<file path="config.mk">
export PLATFORM = sky130hd
export DESIGN_NAME = serial_mag_cmp
export DESIGN_NICKNAME = d
export VERILOG_FILES = /design/src/rtl/serial_mag_cmp.sv
export SDC_FILE = /design/constraint.sdc
export NUM_CORES = 1
export LEC_CHECK = 0
export ABC_AREA = 1
export CAP_MARGIN = 20
export CORE_UTILIZATION = 39
export CTS_BUF_LIST = sky130_fd_sc_hd__clkbuf_8
export CTS_CLUSTER_SIZE = 12
export DETAILED_ROUTE_END_ITERATION = 8
export GPL_TIMING_DRIVEN = 0
export REMOVE_ABC_BUFFERS = 1
export SLEW_MARGIN = 5
export SYNTH_ARGS = -nofsm -noshare
export SYNTH_HDL_FRONTEND = slang
export SYNTH_SLANG_ARGS = --single-unit
</file>
<file path="constraint.sdc">
create_clock -name clk -period 1.32 [get_ports clk]
set_input_delay 0.198 -clock clk [delete_from_list [all_inputs] [get_ports clk]]
set_output_delay 0.198 -clock clk [all_outputs]
set_load 0.01 [all_outputs]
</file>
<file path="src/rtl/serial_mag_cmp.sv">
// Bit-serial magnitude comparator: scans operands MSB first, one bit per cycle.
// Latency WIDTH+1 edges from start, or shorter with EARLY_EXIT; start is ignored while a compare is in flight.
module serial_mag_cmp #(
    parameter int WIDTH      = 8,
    parameter int EARLY_EXIT = 0
) (
    input  logic             clk,
    input  logic             rst_n,
    input  logic             start,
    input  logic             sgn,
    input  logic             e,
    input  logic [WIDTH-1:0] a,
    input  logic [WIDTH-1:0] b,
    output logic             busy,
    output logic             done,
    output logic             gt,
    output logic             eq,
    output logic             lt
);

    localparam int IW = (WIDTH > 1) ? $clog2(WIDTH) : 1;
    localparam logic [IW-1:0] IDX_MAX = IW'(WIDTH - 1);

    typedef enum logic [1:0] {
        S_IDLE,
        S_RUN,
        S_DONE
    } state_t;

    state_t           r_state;
    logic [WIDTH-1:0] r_a;
    logic [WIDTH-1:0] r_b;
    logic             r_sgn;
    logic             r_en;
    logic [IW-1:0]    r_idx;
    logic             r_dec;
    logic             r_gt_acc;
    logic             r_lt_acc;

    logic w_ai;
    logic w_bi;
    logic w_diff;
    logic w_inv;
    logic w_bit_gt;
    logic w_dec_n;
    logic w_gt_n;
    logic w_lt_n;
    logic w_last;

    assign w_ai     = r_a[r_idx];
    assign w_bi     = r_b[r_idx];
    assign w_diff   = w_ai ^ w_bi;
    // In two's complement the sign bit carries negative weight, so its sense flips.
    assign w_inv    = r_sgn && (r_idx == IDX_MAX);
    assign w_bit_gt = w_inv ? w_bi : w_ai;
    assign w_dec_n  = r_dec | w_diff;
    assign w_gt_n   = r_dec ? r_gt_acc : (w_diff & w_bit_gt);
    assign w_lt_n   = r_dec ? r_lt_acc : (w_diff & ~w_bit_gt);
    // A disabled compare always runs the full scan.
    assign w_last   = (r_idx == '0) ||
                      ((EARLY_EXIT != 0) && r_en && !r_dec && w_diff);

    always_ff @(posedge clk or negedge rst_n) begin
        if (!rst_n) begin
            r_state  <= S_IDLE;
            r_a      <= '0;
            r_b      <= '0;
            r_sgn    <= 1'b0;
            r_en     <= 1'b0;
            r_idx    <= '0;
            r_dec    <= 1'b0;
            r_gt_acc <= 1'b0;
            r_lt_acc <= 1'b0;
            busy     <= 1'b0;
            done     <= 1'b0;
            gt       <= 1'b0;
            eq       <= 1'b0;
            lt       <= 1'b0;
        end else begin
            case (r_state)
                S_IDLE: begin
                    if (start) begin
                        r_a      <= a;
                        r_b      <= b;
                        r_sgn    <= sgn;
                        r_en     <= e;
                        r_idx    <= IDX_MAX;
                        r_dec    <= 1'b0;
                        r_gt_acc <= 1'b0;
                        r_lt_acc <= 1'b0;
                        busy     <= 1'b1;
                        r_state  <= S_RUN;
                    end
                end
                S_RUN: begin
                    r_dec    <= w_dec_n;
                    r_gt_acc <= w_gt_n;
                    r_lt_acc <= w_lt_n;
                    r_idx    <= r_idx - 1'b1;
                    if (w_last) begin
                        busy    <= 1'b0;
                        done    <= 1'b1;
                        gt      <= r_en & w_gt_n;
                        lt      <= r_en & w_lt_n;
                        eq      <= r_en & ~w_dec_n;
                        r_state <= S_DONE;
                    end
                end
                S_DONE: begin
                    done    <= 1'b0;
                    r_state <= S_IDLE;
                end
                default: begin
                    busy    <= 1'b0;
                    done    <= 1'b0;
                    r_state <= S_IDLE;
                end
            endcase
        end
    end

endmodule

</file>
# Yosys cells after proc, flatten, opt, wreduce, memory -nomap -nowiden
# Cells that the tools add are included.
# totals
register_bits,31
in_bits,21
output_inout_bits,5
# classes
addsub,1
n_lt_le_gt_ge,1
eq_ne,5
mux,21
n_bitwise,11
reduce_logical,10
# op_table
cell,n
$reduce_and 2->1,5
$mux 1,9
$pmux 1 s2,4
$bmux 1 s3,2
$pmux 3 s2,1
$and 1x1->1,5
$lt 3x4->1 const B,1
$mux 2,2
$ne 2x2->1 const B,2
$not 1->1,4
$pmux 2 s2,1
$eq 3x3->1 const B,1
$logic_not 3->1,1
$mux 3,1
$pmux 1 s3,1
$reduce_and 3->1,1
$sub 3x1->3 const B,1
$eq 2x1->1 const B,1
$eq 2x2->1 const B,1
$logic_not 2->1,1
$reduce_bool 2->1,1
$logic_and 1x1->1,1
$or 1x1->1,1
$xor 1x1->1,1

# Depth between registers and ports, before layout
# Gate-level depths: netlist of the first run.
# logic_depth
word_depth,7
mapped_depth,14

# Worst setup path after synthesis of the first run
# Ideal clock, no wire load.
# synth_timing
path_type,flip-flop to flip-flop
from,register r_idx[0]
to,register r_gt_acc
setup_time_ps,117
arrival_ps,1252
required_ps,1203
slack_ps,-49
stages_incl_launch_ff,15
period_less_slack_ps,1369
cell_sequence,dfrtp_1 buf_6 inv_4 buf_8 nand2_1 nand3_1 nand2_1 nand2_1 nand2_1 nand2_2 nand2_2 nand2_1 nand2_1 nand3_1 nand2_1
# synth_between
elab_chain_len,6
elab_cells_between_ends,11
cone_classes,eq/ne: 1; mux: 7; bitwise: 2; reduce/logical: 1
# synth_rtl
element,line_no,rtl
"start, declared",35,logic [IW-1:0] r_idx;
"start signal, assigned",99,r_idx <= r_idx - 1'b1;
$bmux 1 s3 (tied with other cells),50,assign w_ai = r_a[r_idx];
$mux 1 (not written as such) (tied with other cells),50,
$xor 1x1->1 / $mux 1 (equally long branches),"52, 55",
$and 1x1->1 *,57,assign w_gt_n = r_dec ? r_gt_acc : (w_diff & w_bit_gt);
$mux 1 *,57,
$pmux 1 s2 *,80,case (r_state)
"end signal, assigned",97,r_gt_acc <= w_gt_n;
"end, declared",37,logic r_gt_acc;
# Mark *: on every way between the ends. The rest lies on a longest branch, timed or not. The select of a mux whose other input is x is not followed.
# A chain may end at the register's enable or synchronous reset.

# Worst setup path after layout of the first run
# Same ends and word-level chain as after synthesis.

==> results of run 1 <==
placed cells by master, fill, tap and decap left out, types with 4 or more instances in the layout:
cell type and n:
sky130_fd_sc_hd__nand2_1 35, sky130_fd_sc_hd__dfrtp_1 29, sky130_fd_sc_hd__inv_1 22, sky130_fd_sc_hd__clkdlybuf4s50_1 19
sky130_fd_sc_hd__nand2_2 18, sky130_fd_sc_hd__a21oi_1 13, sky130_fd_sc_hd__nand3_2 12, sky130_fd_sc_hd__nor2_1 12
sky130_fd_sc_hd__nand3_1 9, sky130_fd_sc_hd__clkbuf_8 7, sky130_fd_sc_hd__mux2_2 6, sky130_fd_sc_hd__buf_4 6
sky130_fd_sc_hd__dlygate4sd2_1 5, sky130_fd_sc_hd__nand2_4 4, sky130_fd_sc_hd__o21ai_0 4
what timing repair did:
item	in CTS	in global routing
cloned	0	1
hold buffers	1	0
endpoints found under the setup margin	36	18
gates resized for setup	25	14
hold endpoints to repair	31	0
pin swaps	5	10
setup buffers	6	3
stage by stage:
stage          setup WS (ps)    util
5_1_grt               -264.6  0.5680
3_3_place_gp          -691.2  0.4910
6_report              -165.2  0.5680
3_5_place_dp          -750.8  0.4897
4_1_cts               -152.1  0.5458
2_1_floorplan         -195.1       -
critical path, cell delays in order (launching register included):
cell                      delay, ps
sky130_fd_sc_hd__dfrtp_2        460
sky130_fd_sc_hd__buf_4          160
sky130_fd_sc_hd__ha_1           190
sky130_fd_sc_hd__nand3_2         80
sky130_fd_sc_hd__inv_1           50
sky130_fd_sc_hd__nand3_1         70
sky130_fd_sc_hd__nand2_1         80
sky130_fd_sc_hd__nand2_2         90
sky130_fd_sc_hd__nand2_2         60
sky130_fd_sc_hd__nand3_1         80
sky130_fd_sc_hd__nand2_1         60
path summary, 6_finish.rpt:
kind | startpoint | to | slack [ps] | cells past startpoint
worst min register to register | lt$_DFFE_PN0P_ | lt$_DFFE_PN0P_ | 470 | 2
worst min-delay path | lt$_DFFE_PN0P_ | lt$_DFFE_PN0P_ | 470 | 2
worst max-delay path | r_idx[0]$_DFFE_PN0P_ | r_gt_acc$_DFFE_PN0P_ | -170 | 10
min in group asynchronous | rst_n | r_b[3]$_DFFE_PN0P_ | 490 | 2
max in group asynchronous | rst_n | r_idx[0]$_DFFE_PN0P_ | 350 | 2
worst max register to register | r_idx[0]$_DFFE_PN0P_ | r_gt_acc$_DFFE_PN0P_ | -170 | 10
cell type report:
type / instances / area share
sequential: 31 / 0.3633
multi-input combinational: 125 / 0.3575
timing repair buffer: 35 / 0.1571
inverter: 25 / 0.04731
clock buffer: 7 / 0.04498
tap: 48 / 0.02804
clock inverter: 1 / 0.001752
synth_stat cells:
cell type                  number
sky130_fd_sc_hd__a21oi_1       13
sky130_fd_sc_hd__a22oi_1        1
sky130_fd_sc_hd__buf_2          2
sky130_fd_sc_hd__buf_6          1
sky130_fd_sc_hd__buf_8          1
sky130_fd_sc_hd__clkbuf_1       1
sky130_fd_sc_hd__dfrtp_1       31
sky130_fd_sc_hd__ha_1           3
sky130_fd_sc_hd__inv_1         22
sky130_fd_sc_hd__inv_2          2
sky130_fd_sc_hd__inv_4          1
sky130_fd_sc_hd__mux2_2         6
sky130_fd_sc_hd__nand2_1       48
sky130_fd_sc_hd__nand2_2        7
sky130_fd_sc_hd__nand2_4        1
sky130_fd_sc_hd__nand3_1       16
sky130_fd_sc_hd__nand3_2        5
sky130_fd_sc_hd__nand3_4        1
sky130_fd_sc_hd__nor2_1        13
sky130_fd_sc_hd__nor2_4         1
sky130_fd_sc_hd__o21ai_0        5
sky130_fd_sc_hd__o21ai_1        1
sky130_fd_sc_hd__or2_2          3
registers in the layout, indices dropped and copies added (netlist names):
name      cells
lt            1
r_b           8
eq            1
r_state       2
busy          1
r_lt_acc      1
r_idx         3
r_en          1
r_gt_acc      1
r_sgn         1
r_a           8
gt            1
done          1
r_dec         1
power by group:
group	switching [mW]	internal (mW)
clock	0.340	0.467
combinational	1.64	1.20
sequential	0.298	1.41
per-layer routing:
metal | GRT usage | vias to the layer above | wire, um
li1 | - | 662 | -
met1 | 0.2133 | 620 | 1539
met2 | 0.2755 | 25 | 1597
met3 | 0.06771 | 2 | 138
met4 | 0.06793 | 0 | 23
met5 | 0 | - | 0
kinds of logic (layout without fill, tap and decap cells):
kind of cell             Yosys count  after routing  synth area share
buffers and inverters             30             68           0.08623
AO/OA/AOI/OAI                     20             20           0.06487
adder cells (fa/ha/maj)            3              3           0.02374
flip-flops                        31             31            0.4905
multiplexers                       6              6           0.04272
AND/OR/NAND/NOR                   95             96            0.2919
==> results.py, run 1 <==
metrics = {
    "status": {
        "run_status": "complete, but fails checks",
        "violations": "setup timing",
    },
    "route": {
        "routed-via-count": 1309,
        "first_pass_iters": 4,
        "route.detailed.drc": 0,
        "drt-total-wl_um": 3299,
        "ant_nets": 0,
        "route.detailed.vias_per_inst": 4.813,
        "drt-initial-drc-count": 31,
        "wl_per_cell_um": 12.13,
    },
    "flow_run": {
        "drv_cap": 0,
    },
    "synth": {
        "syn-cell-area_mm2": 0.001582,
        "ys_seq_area_frac": 0.4905,
        "synth_cell_type_count": 23,
        "synth_area_leaders": "sky130_fd_sc_hd__dfrtp_1 49%, sky130_fd_sc_hd__nand2_1 11%, sky130_fd_sc_hd__inv_1 5.2%",
        "synthDominantAreaCellType": "sky130_fd_sc_hd__dfrtp_1",
        "yosys.area.top_type_share": 0.4905,
        "postSynthCellCount": 185,
        "synth_seq_cells": 31,
        "synthesis.yosys.warnings": 0,
        "synth_area_per_cell_um2": 8.549,
    },
    "place": {
        "gp_congestion": 0.8387,
        "dp.cells": 253,
        "port_buffers": 25,
        "dp_hpwl_um": 2063,
        "dpl-instance-area_mm2": 0.001847,
    },
    "sta": {
        "timing_hold_violations_final": 0,
        "layout_worst_path_cycle_share": 1.125,
        "slew_viol_final": 0,
        "report.final.setup_viol": 6,
        "achievable_frequency_ghz": 0.6733,
        "finalSetupTns_ps": -733.2,
        "worst_clock_skew_ps": 4.169,
        "final.setup.worst_slack_ps": -165.2,
        "shortest_period_the_worst_path_allows_ps": 1485,
        "worst_slew_margin_rel": 0.5441,
        "rsz0062_at_grt": "true",
        "fin_worst_hold_slack_ps": 474.8,
        "tightest_slew_ps": 683.9,
    },
    "worst_setup_path": {
        "setup.worst_path.start_class": "register",
        "crit_required_ps": 1490,
        "setup.worst_path.class": "register to register",
        "critical_path_at_ps": 1650,
        "worstPathMaxFanout": 4,
        "cp-end-kind": "register",
    },
    "clock_network": {
        "clkLatencyLatePin_ps": 280,
        "ctsLongestPathBuffers": 2,
        "numClockSinks": 31,
        "ctsRootBufferMaster": "sky130_fd_sc_hd__clkbuf_8",
        "tritoncts_clock_tree": "done",
        "cts_htree_levels": 2,
        "cts_made_buffers": 5,
        "clk_transition_reported_paths_ps": 60,
    },
    "die": {
        "die-width_um": 65.68,
        "die-area_mm2": 0.004314,
        "num_rows": 22,
        "die_y_um": 65.68,
        "design.core.area_mm2": 0.003771,
        "io-pin-count": 26,
        "initial_utilization": 0.4194,
    },
    "global_routing": {
        "grt_start_max_net_pins": 34,
        "gr-usage-all-layers": 0.1749,
        "grt_first_pass_wirelength_um": 5595,
        "grt.overflow.total": 0,
        "grt_antenna_before_repair": 0,
        "vias_in_the_first_global_route": 1334,
    },
    "finish": {
        "drive_gt1_frac": 0.3080,
        "multi_input_comb_area_um2": 765.7,
        "fill_cells": 349,
        "antenna-diode-count": 0,
        "sequential_cell_area_um2": 778.2,
        "cell_area_after_layout_mm2": 0.002142,
        "nNetsFinal": 247,
        "synthToLayoutAreaGrowth_pct": 35.44,
        "finalNonFillerCells": 272,
    },
    "power_and_ir_drop": {
        "power_density_mw_per_mm2": 2503,
        "p_leak_nw": 1.107,
        "power.total_mw": 5.361,
        "worst_ir_drop_vdd_mv": 1.016,
    },
    "hold_path": {
        "min-delay-path-class": "register to register",
    },
}
Power figures use the tool's default switching activity.
==> run 2, diff against run 1 <==
--- a/config.mk
+++ b/config.mk
@@ -7,11 +7,12 @@
 export LEC_CHECK = 0
 export ABC_AREA = 1
 export CAP_MARGIN = 20
-export CORE_UTILIZATION = 39
+export CORE_UTILIZATION = 48
 export CTS_BUF_LIST = sky130_fd_sc_hd__clkbuf_8
 export CTS_CLUSTER_SIZE = 12
 export DETAILED_ROUTE_END_ITERATION = 8
 export GPL_TIMING_DRIVEN = 0
+export PLACE_DENSITY = 0.78
 export REMOVE_ABC_BUFFERS = 1
 export SLEW_MARGIN = 5
 export SYNTH_ARGS = -nofsm -noshare
==> results.py, run 2 (same netlist as run 1, synthesis figures left out) <==
metrics = {
    "global_routing": {
        "grt_use_met1": 0.2401,
        "grt-busiest-layer": "met2",
        "grt_first_pass_wirelength_um": 4988,
        "grt.overflow.total": 0,
        "grt_start_max_net_pins": 34,
        "grt_antenna_before_repair": 0,
        "grt_util_met3": 0.04367,
        "gr-usage-all-layers": 0.1970,
        "groute.layer.met2.usage": 0.3194,
        "vias_in_the_first_global_route": 1176,
    },
    "die": {
        "die-width_um": 59.40,
        "design.core.area_mm2": 0.003078,
        "io-pin-count": 26,
        "initial_utilization": 0.5138,
        "die_y_um": 59.40,
        "die-area_mm2": 0.003528,
        "num_rows": 20,
    },
    "clock_network": {
        "ctsLongestPathBuffers": 2,
        "clk_transition_reported_paths_ps": 60,
        "cts_made_buffers": 5,
        "cts_htree_levels": 2,
        "tritoncts_clock_tree": "done",
        "clkLatencyLatePin_ps": 280,
        "numClockSinks": 31,
        "ctsRootBufferMaster": "sky130_fd_sc_hd__clkbuf_8",
    },
    "worst_setup_path": {
        "cp-end-kind": "register",
        "crit_required_ps": 1530,
        "worstPathMaxFanout": 5,
        "setup.worst_path.start_class": "register",
        "cp_slowest_stage_delay_ps": 450,
        "timing.critical_path.slowest_stage_cell": "sky130_fd_sc_hd__dfrtp_2",
        "cpMostUsedCell": "sky130_fd_sc_hd__nand2_1",
        "critical_path_at_ps": 1640,
        "path_cells": "buf_6 > nand2_1 > nand3_2 > nand2_2 > nand2_1 > nand2_1 > nand2_2 > nand2_2 > nand2_1 > nand2_2 > nand3_2 > nand2_1",
        "setup.worst_path.class": "register to register",
    },
    "sta": {
        "report.final.setup_viol": 6,
        "worst_clock_skew_ps": 7.957,
        "timing_hold_violations_final": 0,
        "final.setup.worst_slack_ps": -103.3,
        "worst_slew_margin_rel": 0.5545,
        "shortest_period_the_worst_path_allows_ps": 1423,
        "layout_worst_path_cycle_share": 1.078,
        "tightest_slew_ps": 668.3,
        "achievable_frequency_ghz": 0.7026,
        "rsz0062_at_grt": "true",
        "finalSetupTns_ps": -418.1,
        "slew_viol_final": 0,
    },
    "route": {
        "route.detailed.drc": 0,
        "drt-initial-drc-count": 25,
        "route.detailed.vias_per_inst": 4.878,
        "first_pass_iters": 4,
        "ant_nets": 0,
        "drt-total-wl_um": 3027,
        "routed-via-count": 1283,
        "wl_per_cell_um": 11.51,
    },
    "power_and_ir_drop": {
        "p_leak_nw": 1.080,
        "power_density_mw_per_mm2": 2510,
        "power.total_mw": 5.305,
        "worst_ir_drop_vdd_mv": 1.396,
    },
    "finish": {
        "reg_top3": "r_a: 8 flops, r_b: 8 flops, r_idx: 3 flops",
        "fill_cells": 263,
        "nNetsFinal": 242,
        "synthToLayoutAreaGrowth_pct": 33.62,
        "antenna-diode-count": 0,
        "layout.cells.most_common": "sky130_fd_sc_hd__nand2_1",
        "drive_gt1_frac": 0.2922,
        "most-common-layout-cells": "37 x sky130_fd_sc_hd__nand2_1, 29 x sky130_fd_sc_hd__dfrtp_1, 22 x sky130_fd_sc_hd__inv_1",
    },
    "place": {
        "gp_congestion": 0.8016,
        "port_buffers": 25,
        "dp_hpwl_um": 1864,
        "dp_worst_setup_slack_ps": -718.6,
    },
    "status": {
        "run_status": "complete, but fails checks",
        "violations": "setup timing",
    },
    "hold_path": {
        "min-delay-path-class": "register to register",
    },
    "flow_run": {
        "drv_cap": 0,
    },
}
run 2: cell count changes in the layout (fill, tap and decap cells not counted), moves of 2 or more:
cell                      previous run  this run
sky130_fd_sc_hd__nand2_4             4         2
sky130_fd_sc_hd__nand3_2            12        14
sky130_fd_sc_hd__buf_4               6         2
sky130_fd_sc_hd__nand3_1             9         7
sky130_fd_sc_hd__nand2_1            35        37
run 2: layout make-up:
class,instances,area [um2],share of cell area
Clock buffer,6,82.58,0.03908
Clock inverter,2,35.03,0.01658
Inverter,25,101.3,0.04796
Multi-Input combinational cell,125,774.5,0.3665
Sequential cell,31,778.2,0.3683
Tap cell,44,55.05,0.02605
Timing Repair Buffer,30,286.5,0.1356
run 2: path summary, 6_finish.rpt:
check                           cells after the start                    to  slack, ps            startpoint
min in group asynchronous                           2    r_a[2]$_DFFE_PN0P_        490                 rst_n
worst min register to register                      2  r_gt_acc$_DFFE_PN0P_        470  r_gt_acc$_DFFE_PN0P_
worst min-delay path                                2  r_gt_acc$_DFFE_PN0P_        470  r_gt_acc$_DFFE_PN0P_
max in group asynchronous                           2  r_idx[0]$_DFFE_PN0P_        360                 rst_n
worst max register to register                     12  r_gt_acc$_DFFE_PN0P_       -100  r_idx[0]$_DFFE_PN0P_
worst max-delay path                               12  r_gt_acc$_DFFE_PN0P_       -100  r_idx[0]$_DFFE_PN0P_
run 2: repair_timing:
item | 4_1_cts | 5_1_grt
gates resized for setup | 23 | 16
cloned | 0 | 1
setup buffers | 2 | 2
pin swaps | 1 | 6
endpoints found under the setup margin | 36 | 22
hold endpoints to repair | 31 | 0
hold buffers | 1 | 0
run 2: through the flow:
step                      instances  cell area [um2]    util  hold WS (ps)
after floorplan                 180             1541       -        -97.59
after global placement          249             1847  0.6000         454.3
after CTS                       260             2036  0.6614         481.8
after global routing            263             2113  0.6866         508.3
after detailed placement        249             1842  0.5984         267.5
final                           263             2113  0.6866         474.1
run 2: where the power goes:
group | internal (mW) | leakage [nW] | total (mW) | switching (mW)
logic | 1.09 | 0.661 | 2.66 | 1.57
clock network | 0.610 | 0.0612 | 0.947 | 0.337
registers | 1.41 | 0.358 | 1.70 | 0.291
run 2: worst max-delay path, delay by kind of cell, from the launching register on:
family        cells  cell delay [ps]
simple gates     11              770
buf+inv           1              150
flops             1              450
run 2: routing by layer:
metal,part of all wire,vias to the layer above
li1,-,647
met1,0.44,597
met2,0.49,29
met3,0.041,10
met4,0.035,0
met5,0,-
==> run 3, diff against run 2 <==
--- a/config.mk
+++ b/config.mk
@@ -12,7 +12,7 @@
 export CTS_CLUSTER_SIZE = 12
 export DETAILED_ROUTE_END_ITERATION = 8
 export GPL_TIMING_DRIVEN = 0
-export PLACE_DENSITY = 0.78
+export PLACE_DENSITY = 0.75
 export REMOVE_ABC_BUFFERS = 1
 export SLEW_MARGIN = 5
 export SYNTH_ARGS = -nofsm -noshare
==> constraint.sdc (replaced) <==
create_clock -name clk -period 1.4 [get_ports clk]
set_input_delay 0.21 -clock clk [delete_from_list [all_inputs] [get_ports clk]]
set_output_delay 0.21 -clock clk [all_outputs]
set_load 0.01 [all_outputs]
==> results.py, run 3 (same netlist as run 1, synthesis figures left out) <==
metrics = {
    "status": {
        "run_status": "complete, but fails checks",
        "violations": "setup timing",
    },
    "place": {
        "dpl-instance-area_mm2": 0.001874,
        "port_buffers": 25,
        "dp_hpwl_um": 2175,
        "gp_congestion": 0.7807,
    },
    "die": {
        "num_rows": 20,
        "io-pin-count": 26,
        "die_y_um": 59.40,
        "initial_utilization": 0.5138,
        "die-width_um": 59.40,
        "design.core.area_mm2": 0.003078,
        "die-area_mm2": 0.003528,
    },
    "finish": {
        "antenna-diode-count": 0,
        "nNetsFinal": 246,
        "synthToLayoutAreaGrowth_pct": 35.68,
        "cell_area_after_layout_mm2": 0.002146,
        "final_util": 0.6972,
        "most-common-layout-cells": "43 x sky130_fd_sc_hd__nand2_1, 29 x sky130_fd_sc_hd__dfrtp_1, 22 x sky130_fd_sc_hd__inv_1",
        "layout.cells.most_common": "sky130_fd_sc_hd__nand2_1",
        "fill_cells": 238,
        "reg_top3": "r_a: 8 flops, r_b: 8 flops, r_idx: 3 flops",
        "drive_gt1_frac": 0.2601,
    },
    "worst_setup_path": {
        "path_cells": "buf_4 > nand2_1 > nand3_2 > nand3_1 > nand2_1 > nand2_2 > nand2_2 > nand2_1 > nand2_1 > nand3_1 > nand2_1",
        "setup.worst_path.class": "register to register",
        "regToRegStartpoint": "r_idx[0]$_DFFE_PN0P_",
        "timing.critical_path.slowest_stage_cell": "sky130_fd_sc_hd__dfrtp_2",
        "cp_slowest_stage_delay_ps": 430,
        "setup.worst_path.start_class": "register",
        "crit_family": "simple AND/OR/NAND/NOR gates",
        "worst_setup_path_startpoint": "r_idx[0]$_DFFE_PN0P_",
        "cp-end-kind": "register",
        "worstPathMaxFanout": 5,
        "crit_required_ps": 1580,
        "cpMostUsedCell": "sky130_fd_sc_hd__nand2_1",
        "critPathBufInv": 1,
        "critical_path_at_ps": 1660,
    },
    "sta": {
        "achievable_frequency_ghz": 0.6730,
        "tightest_slew_ps": 782.4,
        "slew_viol_final": 0,
        "worst_slew_margin_rel": 0.4768,
        "report.final.setup_viol": 5,
        "shortest_period_the_worst_path_allows_ps": 1486,
        "final.setup.worst_slack_ps": -85.96,
        "timing_hold_violations_final": 0,
        "finalSetupTns_ps": -277.4,
        "rsz0062_at_grt": "true",
        "layout_worst_path_cycle_share": 1.061,
        "worst_clock_skew_ps": 8.273,
    },
    "clock_network": {
        "cts_htree_levels": 2,
        "ctsRootBufferMaster": "sky130_fd_sc_hd__clkbuf_8",
        "tritoncts_clock_tree": "done",
        "cts.hold.buffers_added": 0,
        "cts_made_buffers": 5,
        "numClockSinks": 31,
        "clkLatencyLatePin_ps": 290,
        "ctsLongestPathBuffers": 2,
        "clk_transition_reported_paths_ps": 70,
    },
    "power_and_ir_drop": {
        "worst_ir_drop_vdd_mv": 1.112,
        "p_leak_nw": 1.144,
        "power_density_mw_per_mm2": 2397,
        "power.total_mw": 5.143,
    },
    "route": {
        "routed-via-count": 1339,
        "first_pass_iters": 4,
        "route.detailed.vias_per_inst": 5.015,
        "drt-total-wl_um": 3383,
        "ant_nets": 0,
        "drt-initial-drc-count": 55,
        "wl_per_cell_um": 12.67,
        "route.detailed.drc": 0,
    },
    "global_routing": {
        "vias_in_the_first_global_route": 1289,
        "grt_antenna_before_repair": 0,
        "gr-usage-all-layers": 0.2193,
        "grt.overflow.total": 0,
        "grt_start_max_net_pins": 34,
        "grt_first_pass_wirelength_um": 5547,
    },
    "hold_path": {
        "min-delay-path-class": "input pin to asynchronous set/reset pin",
    },
    "flow_run": {
        "drv_cap": 0,
    },
}
## run 3: final timing paths
check,to,slack [ps],depth (start not counted)
max in group asynchronous,r_idx[0]$_DFFE_PN0P_,470,2
min in group clk,lt$_DFFE_PN0P_,480,2
setup / recovery,r_gt_acc$_DFFE_PN0P_,-90,11
setup reg to reg,r_gt_acc$_DFFE_PN0P_,-90,11
hold reg to reg,lt$_DFFE_PN0P_,480,2
hold / removal,eq$_DFFE_PN0P_,380,1
## run 3: stage by stage
| stage | setup slack [ps] | hold slack [ps] | cells |
|---|---|---|---|
| floorplan | -115.1 | -85.59 | 180 |
| global placement | -596.8 | 458.4 | 249 |
| detailed placement | -642.5 | 466.2 | 250 |
| CTS | -35.39 | 396.7 | 266 |
| global route | -199.4 | 417.3 | 267 |
| finish | -85.96 | 379.0 | 267 |
## run 3: layer usage
layer  share of wire  up-vias  track usage
met2            0.50       36       0.3740
met3           0.054       10      0.06550
met4           0.026        0      0.09184
met1            0.42      640       0.2549
met5               0        -            0
li1                -      653            -
## run 3: repair_timing
item / CTS / global route
pin swaps: 2 / 6
buffers inserted: 7 / 1
endpoints found under the setup margin: 29 / 19
cloned: 1 / 0
gates resized for setup: 19 / 10
## run 3: final cells by class
| class | instances | area, um2 | area share |
|---|---|---|---|
| flip-flops and latches | 31 | 778.2 | 0.3627 |
| multi-input cells | 124 | 714.4 | 0.3329 |
| repair buffers | 34 | 360.3 | 0.1679 |
| inverters | 25 | 108.9 | 0.05073 |
| clock buffers | 6 | 82.58 | 0.03848 |
| well taps | 44 | 55.05 | 0.02566 |
| clock inverters | 2 | 35.03 | 0.01633 |
| repair inverters | 1 | 11.26 | 0.005248 |
## run 3: where the power goes
| part | switching, mW | internal, mW |
|---|---|---|
| logic | 1.53 | 1.13 |
| clock network | 0.334 | 0.575 |
| registers | 0.250 | 1.33 |
